--- src/rtl/spi_load_master.sv ---
// SPI write master: shifts {CMD_WRITE, addr, data} MSB first to an SPI slave, one word per
// request, with programmable SCK half-period and chip-select gap.
module spi_load_master #(
    parameter int unsigned CLK_DIV   = 4,
    parameter logic [7:0]  CMD_WRITE = 8'h02,
    parameter int unsigned CS_GAP    = 4
) (
    input  logic        clk,
    input  logic        rst_n,
    input  logic        req_valid_i,
    output logic        req_ready_o,
    input  logic [31:0] req_addr_i,
    input  logic [31:0] req_data_i,
    output logic        spi_sck_o,
    output logic        spi_csn_o,
    output logic        spi_sdo0_o,
    output logic        busy_o,
    output logic        done_o
);

    typedef enum logic [2:0] {
        StIdle,
        StCsSetup,
        StShift,
        StCsHold,
        StGap
    } state_e;

    localparam logic [7:0] DIV_LOAD = 8'(CLK_DIV - 1);
    // The IDLE cycle is the last CSN-high cycle, so GAP itself lasts CS_GAP-1 cycles.
    localparam logic [7:0] GAP_LOAD = (CS_GAP > 1) ? 8'(CS_GAP - 2) : 8'd0;
    localparam logic [6:0] LAST_BIT = 7'd71;

    state_e      state_q;
    logic [7:0]  div_q;
    logic [6:0]  bit_cnt_q;
    logic [71:0] shreg_q;
    logic        sck_q;
    logic        csn_q;
    logic        done_q;

    always_ff @(posedge clk or negedge rst_n) begin
        if (!rst_n) begin
            state_q   <= StIdle;
            div_q     <= '0;
            bit_cnt_q <= '0;
            shreg_q   <= '0;
            sck_q     <= 1'b0;
            csn_q     <= 1'b1;
            done_q    <= 1'b0;
        end else begin
            done_q <= 1'b0;
            unique case (state_q)
                StIdle: begin
                    if (req_valid_i) begin
                        shreg_q   <= {CMD_WRITE, req_addr_i, req_data_i};
                        csn_q     <= 1'b0;
                        div_q     <= DIV_LOAD;
                        bit_cnt_q <= '0;
                        state_q   <= StCsSetup;
                    end
                end
                StCsSetup: begin
                    if (div_q == 8'd0) begin
                        sck_q   <= 1'b1;
                        div_q   <= DIV_LOAD;
                        state_q <= StShift;
                    end else begin
                        div_q <= div_q - 8'd1;
                    end
                end
                StShift: begin
                    if (div_q != 8'd0) begin
                        div_q <= div_q - 8'd1;
                    end else begin
                        div_q <= DIV_LOAD;
                        if (sck_q) begin
                            // Data advances only on the falling edge; the last bit stays put.
                            sck_q <= 1'b0;
                            if (bit_cnt_q != LAST_BIT) begin
                                shreg_q <= {shreg_q[70:0], 1'b0};
                            end
                        end else if (bit_cnt_q == LAST_BIT) begin
                            state_q <= StCsHold;
                        end else begin
                            sck_q     <= 1'b1;
                            bit_cnt_q <= bit_cnt_q + 7'd1;
                        end
                    end
                end
                StCsHold: begin
                    if (div_q == 8'd0) begin
                        csn_q     <= 1'b1;
                        done_q    <= 1'b1;
                        shreg_q   <= '0;
                        bit_cnt_q <= '0;
                        div_q     <= GAP_LOAD;
                        state_q   <= StGap;
                    end else begin
                        div_q <= div_q - 8'd1;
                    end
                end
                StGap: begin
                    if (div_q == 8'd0) begin
                        state_q <= StIdle;
                    end else begin
                        div_q <= div_q - 8'd1;
                    end
                end
                default: state_q <= StIdle;
            endcase
        end
    end

    assign req_ready_o = (state_q == StIdle);
    assign busy_o      = (state_q != StIdle);
    assign done_o      = done_q;
    assign spi_sck_o   = sck_q;
    assign spi_csn_o   = csn_q;
    assign spi_sdo0_o  = shreg_q[71];

endmodule
--- config.mk ---
export PLATFORM = sky130hd
export DESIGN_NAME = spi_load_master
export DESIGN_NICKNAME = d
export VERILOG_FILES = /design/src/rtl/spi_load_master.sv
export SDC_FILE = /design/constraint.sdc
export NUM_CORES = 1
export LEC_CHECK = 0
export CELL_PAD_IN_SITES_DETAIL_PLACEMENT = 0
export CELL_PAD_IN_SITES_GLOBAL_PLACEMENT = 1
export CORE_MARGIN = 2
export CORE_UTILIZATION = 41
export DETAILED_ROUTE_END_ITERATION = 10
export GPL_ROUTABILITY_DRIVEN = 0
export GPL_TIMING_DRIVEN = 0
export PLACE_DENSITY = 0.81
export SYNTH_ARGS = -nofsm -noshare
export SYNTH_HDL_FRONTEND = slang
export SYNTH_SLANG_ARGS = --single-unit
--- constraint.sdc ---
create_clock -name clk -period 2.75 [get_ports clk]
set_clock_uncertainty 0.05 [all_clocks]
set_input_delay 0.825 -clock clk [delete_from_list [all_inputs] [get_ports clk]]
set_output_delay 0.825 -clock clk [all_outputs]
set_load 0.01 [all_outputs]
# Word level (Yosys, flattened, before mapping)
# Index checks and enable logic that the tools add are counted.
[classes] n_reduce_logical=14 n_eq_ne=17 muxes=35 n_addsub=2
[op_table] cell="two-way mux 72 bit" count=5
[op_table] cell="one-hot mux 72 bit (3 select lines)" count=1
[op_table] cell="two-way mux 8 bit" count=5
[op_table] cell="one-hot mux 8 bit (5 select lines)" count=1
[op_table] cell="two-way mux 7 bit" count=5
[op_table] cell="!= test 2 bit (second input constant)" count=11
[op_table] cell="two-way mux 3 bit" count=7
[op_table] cell="one-hot mux 7 bit (3 select lines)" count=1
[op_table] cell="one-hot mux 3 bit (5 select lines)" count=1
[op_table] cell="AND reduction 6 bit" count=2
[op_table] cell="AND reduction 3 bit" count=3
[op_table] cell="logical NOT 8 bit" count=1
[op_table] cell="nonzero test 8 bit" count=1
[op_table] cell="subtractor 8 x 1 -> 8 bit (second input constant)" count=1
[op_table] cell="adder 7 x 1 -> 7 bit (second input constant)" count=1
[op_table] cell="equality test 7 bit (second input constant)" count=1
[op_table] cell="two-way mux 1 bit" count=7
[op_table] cell="!= test 7 bit (second input constant)" count=1
[op_table] cell="AND reduction 7 bit" count=1
[op_table] cell="equality test 3 x 2 -> 1 bit (second input constant)" count=2
[op_table] cell="nonzero test 3 bit" count=2
[op_table] cell="nonzero test 5 bit" count=1
[op_table] cell="one-hot mux 1 bit (2 select lines)" count=2
[op_table] cell="nonzero test 2 bit" count=2
[op_table] cell="other kinds (3)" count=3
[totals] in_bits=67 word_cells=75 output_inout_bits=6 register_bits=93

# Depth between registers and ports, before layout
# Gate-level depths: netlist of run 1.
[logic_depth] ltp_word=5 mapped_depth=10 depth_no_buf=7

# Least setup slack after synthesis of run 1
# Ideal clock, no wire load.
[synth_timing] kind="reg-to-reg" start="reg div_q[0]" end="reg shreg_q[55]" setup_time_ns=0.124 stages_incl_launch_ff=11 t_required_ns=2.576 setup_slack_ns=0.560 period_less_slack_ns=2.190 n_path_buf=4 arrival_ns=2.016 cell_sequence="dfrtp_1 inv_1 ha_1 nor4b_2 and2_1 clkbuf_1 o221a_2 buf_4 buf_8 buf_8 a21oi_2"
[synth_between] elab_chain_len=3 elab_cells_between_ends=5 classes_between="eq/ne: 2; reduce/logical: 3"
[synth_lines] item="start, declared" line="35" text="logic [7:0] div_q;"
[synth_lines] item="start signal, assigned" line="69" text="div_q <= div_q - 8'd1;"
[synth_lines] item="start signal, assigned" line="74" text="div_q <= div_q - 8'd1;"
[synth_lines] item="start signal, assigned" line="100" text="div_q <= div_q - 8'd1;"
[synth_lines] item="logical NOT 8 bit or nonzero test 8 bit (tied branches)" line="92, 73"
[synth_lines] item="!= test 2 bit (no source line)"
[synth_lines] item="AND reduction 6 bit (no source line) (*)"
[synth_lines] item="end signal, assigned" line="56" text="shreg_q <= {CMD_WRITE, req_addr_i, req_data_i};"
[synth_lines] item="end signal, assigned" line="81" text="shreg_q <= {shreg_q[70:0], 1'b0};"
[synth_lines] item="end, declared" line="37" text="logic [71:0] shreg_q;"
# Mark *: on every way between the ends. The rest lies on a longest branch, timed or not.
# A chain may end at the register's enable or synchronous reset.

# Worst setup path in the final report of run 1
[layout_timing] start="reg state_q[0]" end="out req_ready_o"
[layout_between] elab_chain_len=1
[layout_lines] item="start, declared" line="34" text="state_e state_q;"
[layout_lines] item="start signal, assigned" line="44" text="state_q <= StIdle;"
[layout_lines] item="start signal, assigned" line="60" text="state_q <= StCsSetup;"
[layout_lines] item="start signal, assigned" line="67" text="state_q <= StShift;"
[layout_lines] item="logical NOT 3 bit" line="115" text="assign req_ready_o = (state_q == StIdle);"
[layout_lines] item="end, declared" line="11" text="output logic req_ready_o,"
# Every way passes these cells.

==> flow_summary.json, run 1 <==
{
  "synthArstFlopShare_pct": 100.0,
  "routed_wl_mm": 10.61,
  "nets": 628,
  "grt_pass1_wl_mm": 17.77,
  "die_h_um": 109.1,
  "critical_path_class": "reg -> out",
  "p_comb_share_pct": 48.9,
  "start_kind": "flop",
  "cts_tree": "done",
  "worstSkewPairLatency_ps": 360,
  "switching_share_pct": 41.95,
  "final_hold_viol_count": 0,
  "track_usage_pct": 18.78,
  "synth_nets": 545,
  "port_buffers": 72,
  "die_area_mm2": 0.01190,
  "drtAntennaViolNets": 0,
  "drt_iter0_drc": 209,
  "syn_inst": 476,
  "yosysWarnings": 0,
  "final_cell_mix": "dfrtp_1, nor2_1, clkdlybuf4s50_1",
  "internal_power_w": 0.003801,
  "rsz0062_at_grt": "no",
  "hold_path.class": "in -> async",
  "avgSynthCellArea_um2": 9.513,
  "wl_met2_mm": 4.997,
  "drc_errors": 0,
  "clockPowerShare_pct": 15.1,
  "status": "complete, no violations",
  "fmax_mhz": 377.7,
  "vias": 3867,
  "yosys.cell_types.count": 47,
  "grt_max_degree": 52,
  "synth_area_leader_cell": "dfrtp_1",
  "relSlewSlack_pct": 52.31,
  "path_clk_slew_ps": 100,
  "fin_tns_setup_ps": 0,
  "drive_above_1_share_pct": 9.929,
  "irDropWorstVdd_v": 0.0004323,
  "final.min_clock_period_ps": 2647,
  "synth.area.top_cells": "dfrtp_1, a22oi_1, a21oi_1",
  "met3WireLength_um": 513,
  "met1_length_mm": 4.982,
  "insertedDiodeCount": 0,
  "std_cell_rows": 38,
  "numPlacedInstances": 689,
  "routed.top_layer": "met4",
  "start_util_pct": 41.95,
  "postCtsHoldBufs": 0,
  "final.period_utilization_pct": 96.27,
  "yosysTopAreaCellShare_pct": 50.84,
  "required_ps": 1880,
  "pwr-share-seq_pct": 36.0,
  "setup_viol": 0,
  "maxCapViolations": 0,
  "antenna_found_initial": 0,
  "wire_per_inst_um": 15.08,
  "grt_overflow": 0,
  "cts-root-buf": "clkbuf_8",
  "dpl.hpwl_mm": 7.471,
  "synth_edf_count": 0,
  "ys.flop_type": "dfrtp_1",
  "arrival_ps": 1770,
  "fp.coreArea_mm2": 0.01079,
  "cellLeakagePower_nw": 2.289,
  "cts_num_sinks": 93,
  "seq_area_frac_synth_pct": 51.42,
  "cts_buffers": 9,
  "syn_area_mm2": 0.004528,
  "fin_cells": 704,
  "p_per_area_mw_per_mm2": 1155,
  "clk_path_buf_depth": 2,
  "synth-seq-cells": 93,
  "critical_path_peak_fanout": 10,
  "p_sw_w": 0.002747,
  "die_w_um": 109.1,
  "io_pins": 73,
  "worst_pin_slew_ps": 708.8,
  "worst_setup_path_end_kind": "output pin",
  "first_global_vias": 3719,
  "finalMaxSlewViolations": 0,
  "cts_setup_buffers": 0,
  "vias_per_cell": 5.493,
  "final_common_cell": "dfrtp_1",
  "dr.pass1.iters": 6,
  "cts_htree_levels": 3,
  "area_delta_synth_final_pct": 25.17
}
power by group through the flow:
stage               clock [W]  sequential (W)  combinational [W]
floorplan                   0         0.00228            0.00247
global placement            0         0.00235            0.00316
detailed placement          0         0.00237            0.00323
CTS                   0.00102         0.00235            0.00324
global route          0.00108         0.00244            0.00362
finish               0.000988         0.00236            0.00320
critical path, stage by stage, from the launching register on:
cell and delay (ps):
dfrtp_1 450, nor2_4 250, nand2_1 100, inv_1 80
clkdlybuf4s50_1 530
metrics by stage:
step / power, W / setup WS, ps / util [%] / hold slack [ps] / instance area, um2
2_1_floorplan: 0.004756 / 560.4 / - / 418.8 / 4528
6_report: 0.006548 / 102.6 / 52.52 / 386.5 / 5668
5_1_grt: 0.007135 / 6.850 / 52.52 / 432.1 / 5668
4_1_cts: 0.006605 / 68.38 / 52.54 / 414.4 / 5670
3_3_place_gp: 0.005511 / -2711 / 50.26 / 441.0 / 5424
3_5_place_dp: 0.005594 / -20.19 / 50.49 / 448.8 / 5449
path summary, 6_finish.rpt:
check / start / to / slack (ps) / cells after the start
max: state_q[0] / req_ready_o / 100 / 4
min: rst_n / div_q[7] / 390 / 1
max reg2reg: div_q[0] / shreg_q[47] / 350 / 9
min reg2reg: shreg_q[70] / shreg_q[71] / 460 / 2
max in group asynchronous: rst_n / spi_csn_o / 1590 / 2
min in group clk: shreg_q[70] / shreg_q[71] / 460 / 2
final cells by class:
type                            count  area (um2)
Sequential cell                    93        2328
Fill cell                         996        5125
Clock inverter                      6       76.32
Clock buffer                       10       137.6
Tap cell                          140       175.2
Buffer                             37       235.2
Multi-Input combinational cell    331        1917
Timing Repair Buffer               73       745.7
Inverter                           14       52.55
flip-flops by register name, indices dropped and copies added (netlist names):
| name | count |
|---|---|
| done_o | 1 |
| state_q | 3 |
| spi_sck_o | 1 |
| spi_csn_o | 1 |
| shreg_q | 72 |
| bit_cnt_q | 7 |
| div_q | 8 |
cell usage after synthesis (2+ instances only):
library cell   n
a311oi_1       2
a211o_1        2
a21oi_2       10
buf_8          2
a31o_2         2
a21oi_1       68
buf_6          5
dfrtp_1       92
buf_2          2
nand4_1        2
inv_1         14
nor2b_1        3
buf_4          9
nand2b_1       3
nor4b_1        2
ha_1           2
nor4_1         2
nand3_1       15
nor2_1        81
or3b_1         2
a211oi_1       2
and2_1         3
a31oi_1       10
or2_2          2
o21ai_1        5
o21ai_0       19
nor3_1         5
nand2_1        7
clkbuf_1      20
xor2_1         3
a22oi_1       64
logic make-up (layout without fill, tap and decap cells):
family / Yosys count / count (layout) / synth area share [%]
compound gates: 193 / 193 / 27.41
simple gates: 131 / 131 / 13.18
flops: 93 / 93 / 51.42
buf+inv: 52 / 140 / 6.438
xor+xnor: 4 / 4 / 0.7738
fa+ha+maj: 3 / 3 / 0.7736
layer usage:
metal  global-route usage [%]  up-vias
met5                        0        -
met4                    6.777        0
met3                    3.168        8
met2                    29.19       87
met1                    26.44     1875
li1                         -     1897
what timing repair did:
| item | 4_1_cts | 5_1_grt |
|---|---|---|
| pin swaps | 0 | 1 |
| gates cloned | 0 | 0 |
| hold endpoints to repair | 0 | 0 |
| endpoints found under the setup margin | 2 | 74 |
| gates resized for setup | 2 | 1 |
Power figures use the tool's default switching activity.
==> run 2, diff against run 1 <==
--- a/config.mk
+++ b/config.mk
@@ -5,14 +5,17 @@
 export SDC_FILE = /design/constraint.sdc
 export NUM_CORES = 1
 export LEC_CHECK = 0
+export CAP_MARGIN = 20
 export CELL_PAD_IN_SITES_DETAIL_PLACEMENT = 0
 export CELL_PAD_IN_SITES_GLOBAL_PLACEMENT = 1
+export CORE_ASPECT_RATIO = 1.2
 export CORE_MARGIN = 2
 export CORE_UTILIZATION = 41
 export DETAILED_ROUTE_END_ITERATION = 10
 export GPL_ROUTABILITY_DRIVEN = 0
 export GPL_TIMING_DRIVEN = 0
 export PLACE_DENSITY = 0.81
+export SLEW_MARGIN = 10
 export SYNTH_ARGS = -nofsm -noshare
 export SYNTH_HDL_FRONTEND = slang
 export SYNTH_SLANG_ARGS = --single-unit
==> run 2 against run 1 <==
  * Utilization up 0.74 points
  * Final area increased by 2.2%
  * Combinational power is essentially flat
  * Largest cell class unchanged
  * Flip-flop and latch count unchanged
  * Via count rose by 2.0%
  * Non-clock buffer count is the same
  * Largest power group unchanged
  * Total power is 7.1% higher
  * Critical path type unchanged
  * Final cell count shrank 1.1%
==> flow_summary.json, run 2 (synthesis gave the netlist of run 1 again) <==
{
  "nets": 628,
  "numPlacedInstances": 681,
  "grt_pass1_wl_mm": 18.51,
  "vias": 3946,
  "die_area_mm2": 0.01190,
  "first_global_vias": 3828,
  "grt_overflow": 0,
  "wire_per_inst_um": 15.52,
  "r2r_slack_ps": 300,
  "worst_setup_path_end_kind": "output pin",
  "critical_path_peak_fanout": 10,
  "dpl.hpwl_mm": 7.591,
  "critical_path_class": "reg -> out",
  "top_register": "shreg_q",
  "final.min_clock_period_ps": 2642,
  "maxCapViolations": 0,
  "setup_ws_ps": 107.9,
  "rr_endpoint": "shreg_q[50]",
  "cellLeakagePower_nw": 2.344,
  "grt_max_degree": 64,
  "clk_path_buf_depth": 2,
  "max_stage_delay_ps": 540,
  "die_h_um": 119.1,
  "cts_htree_levels": 3,
  "status": "complete, no violations",
  "seqCellArea_mm2": 0.002328,
  "drt_iter0_drc": 272,
  "fmax_mhz": 378.5,
  "cts_num_sinks": 93,
  "fin_tns_setup_ps": 0,
  "die_w_um": 99.94,
  "path_clk_slew_ps": 60,
  "place_ws_ps": -40.27,
  "drtAntennaViolNets": 0,
  "antenna_found_initial": 0,
  "multi_input_area_mm2": 0.001917,
  "hold_path.class": "in -> async",
  "routed_wl_mm": 10.80,
  "start_kind": "flop",
  "cts_setup_buffers": 0,
  "std_cell_rows": 42,
  "insertedDiodeCount": 0,
  "final.period_utilization_pct": 96.08,
  "worstSkewPairLatency_ps": 340,
  "relSlewSlack_pct": 53.26,
  "finalMaxSlewViolations": 0,
  "crit_path_start": "state_q[0]",
  "worst_pin_slew_ps": 694.7,
  "io_pins": 73,
  "fp.coreArea_mm2": 0.01088,
  "fin_cells": 696,
  "final_hold_viol_count": 0,
  "whs_ps": 367.2,
  "drive_above_1_share_pct": 9.929,
  "dr.pass1.iters": 5,
  "final_cell_mix": "dfrtp_1, nor2_1, clkdlybuf4s50_1",
  "timing.rr.start": "div_q[0]",
  "r2r_cells": 9,
  "area_delta_synth_final_pct": 27.94,
  "setup_viol": 0,
  "power.total_w": 0.007013,
  "p_per_area_mw_per_mm2": 1211,
  "irDropWorstVdd_v": 0.0005451,
  "port_buffers": 72,
  "track_usage_pct": 19.26,
  "vias_per_cell": 5.670,
  "rsz0062_at_grt": "no",
  "top_regs": "shreg_q x72, div_q x8, bit_cnt_q x7",
  "start_util_pct": 41.63,
  "postCtsHoldBufs": 0,
  "cp_slowest_cell": "clkdlybuf4s50_1",
  "drc_errors": 0,
  "arrival_ps": 1770,
  "required_ps": 1880,
  "crit_chain": "nor2_4 > nand2_1 > inv_1 > clkdlybuf4s50_1",
  "cts_tree": "done",
  "worstSetupEndpoint": "req_ready_o",
  "largest_register_ffs": 72,
  "cts-root-buf": "clkbuf_16",
  "final_common_cell": "dfrtp_1",
  "cts_buffers": 9,
  "n_fill_cell": 1004
}
==> run 2: cell count changes in the layout (fill, tap and decap cells not counted) <==
cell        delta
inv_6          -3
clkinvlp_4     +2
clkinv_2       +1
clkbuf_16      +9
clkinv_4       -1
bufinv_16      +2
clkbuf_8       -9
inv_8          -1
==> run 2: where the power goes <==
part	total, W	switching [W]	internal (W)
Sequential	0.00236	0.000368	0.00200
Combinational	0.00322	0.00187	0.00135
Clock	0.00143	0.000520	0.000911
Total	0.00701	0.00276	0.00426
==> run 2: area by class of cell <==
type / instances / area share [%]
clock buffers: 10 / 4.125
clock inverters: 6 / 1.901
inverters: 14 / 0.9071
repair buffers: 73 / 12.87
multi-input cells: 331 / 33.09
well taps: 132 / 2.851
plain buffers: 37 / 4.060
flip-flops and latches: 93 / 40.19
==> run 2: worst min path at each step <==
stage	endpoint	slack, ps	cells past startpoint
after floorplan	shreg_q[68]	420	2
after global placement	shreg_q[67]	440	2
after detailed placement	shreg_q[70]	440	2
after CTS	div_q[4]	380	1
after global routing	bit_cnt_q[6]	400	1
final	div_q[3]	370	1
==> run 2: what timing repair did <==
action | 4_1_cts | 5_1_grt
resized for setup | 2 | 1
cloned | 0 | 0
setup endpoints to repair | 2 | 73
pin swaps | 0 | 1
==> run 2: metrics by stage <==
step           cell area [um2]  util (%)
2_1_floorplan             4528         -
3_3_place_gp              5414     49.77
3_5_place_dp              5439     50.00
4_1_cts                   5796     53.28
5_1_grt                   5793     53.26
6_report                  5793     53.26
==> run 2: worst max-delay path: cells and delay by family, from the launching register on <==
kind	cells	cell delay [ps]
and+or+nand+nor	2	370
DFF	1	430
buffers and inverters	2	630
==> run 2: metal layers <==
| metal | track usage, % | vias to the layer above | part of all wire (%) | wire length, um |
|---|---|---|---|---|
| met3 | 2.758 | 13 | 3.9 | 417 |
| met5 | 0 | - | 0 | 0 |
| met4 | 7.620 | 0 | 1.7 | 188 |
| met2 | 31.63 | 75 | 50 | 5452 |
| li1 | - | 1896 | - | - |
| met1 | 25.65 | 1962 | 44 | 4740 |
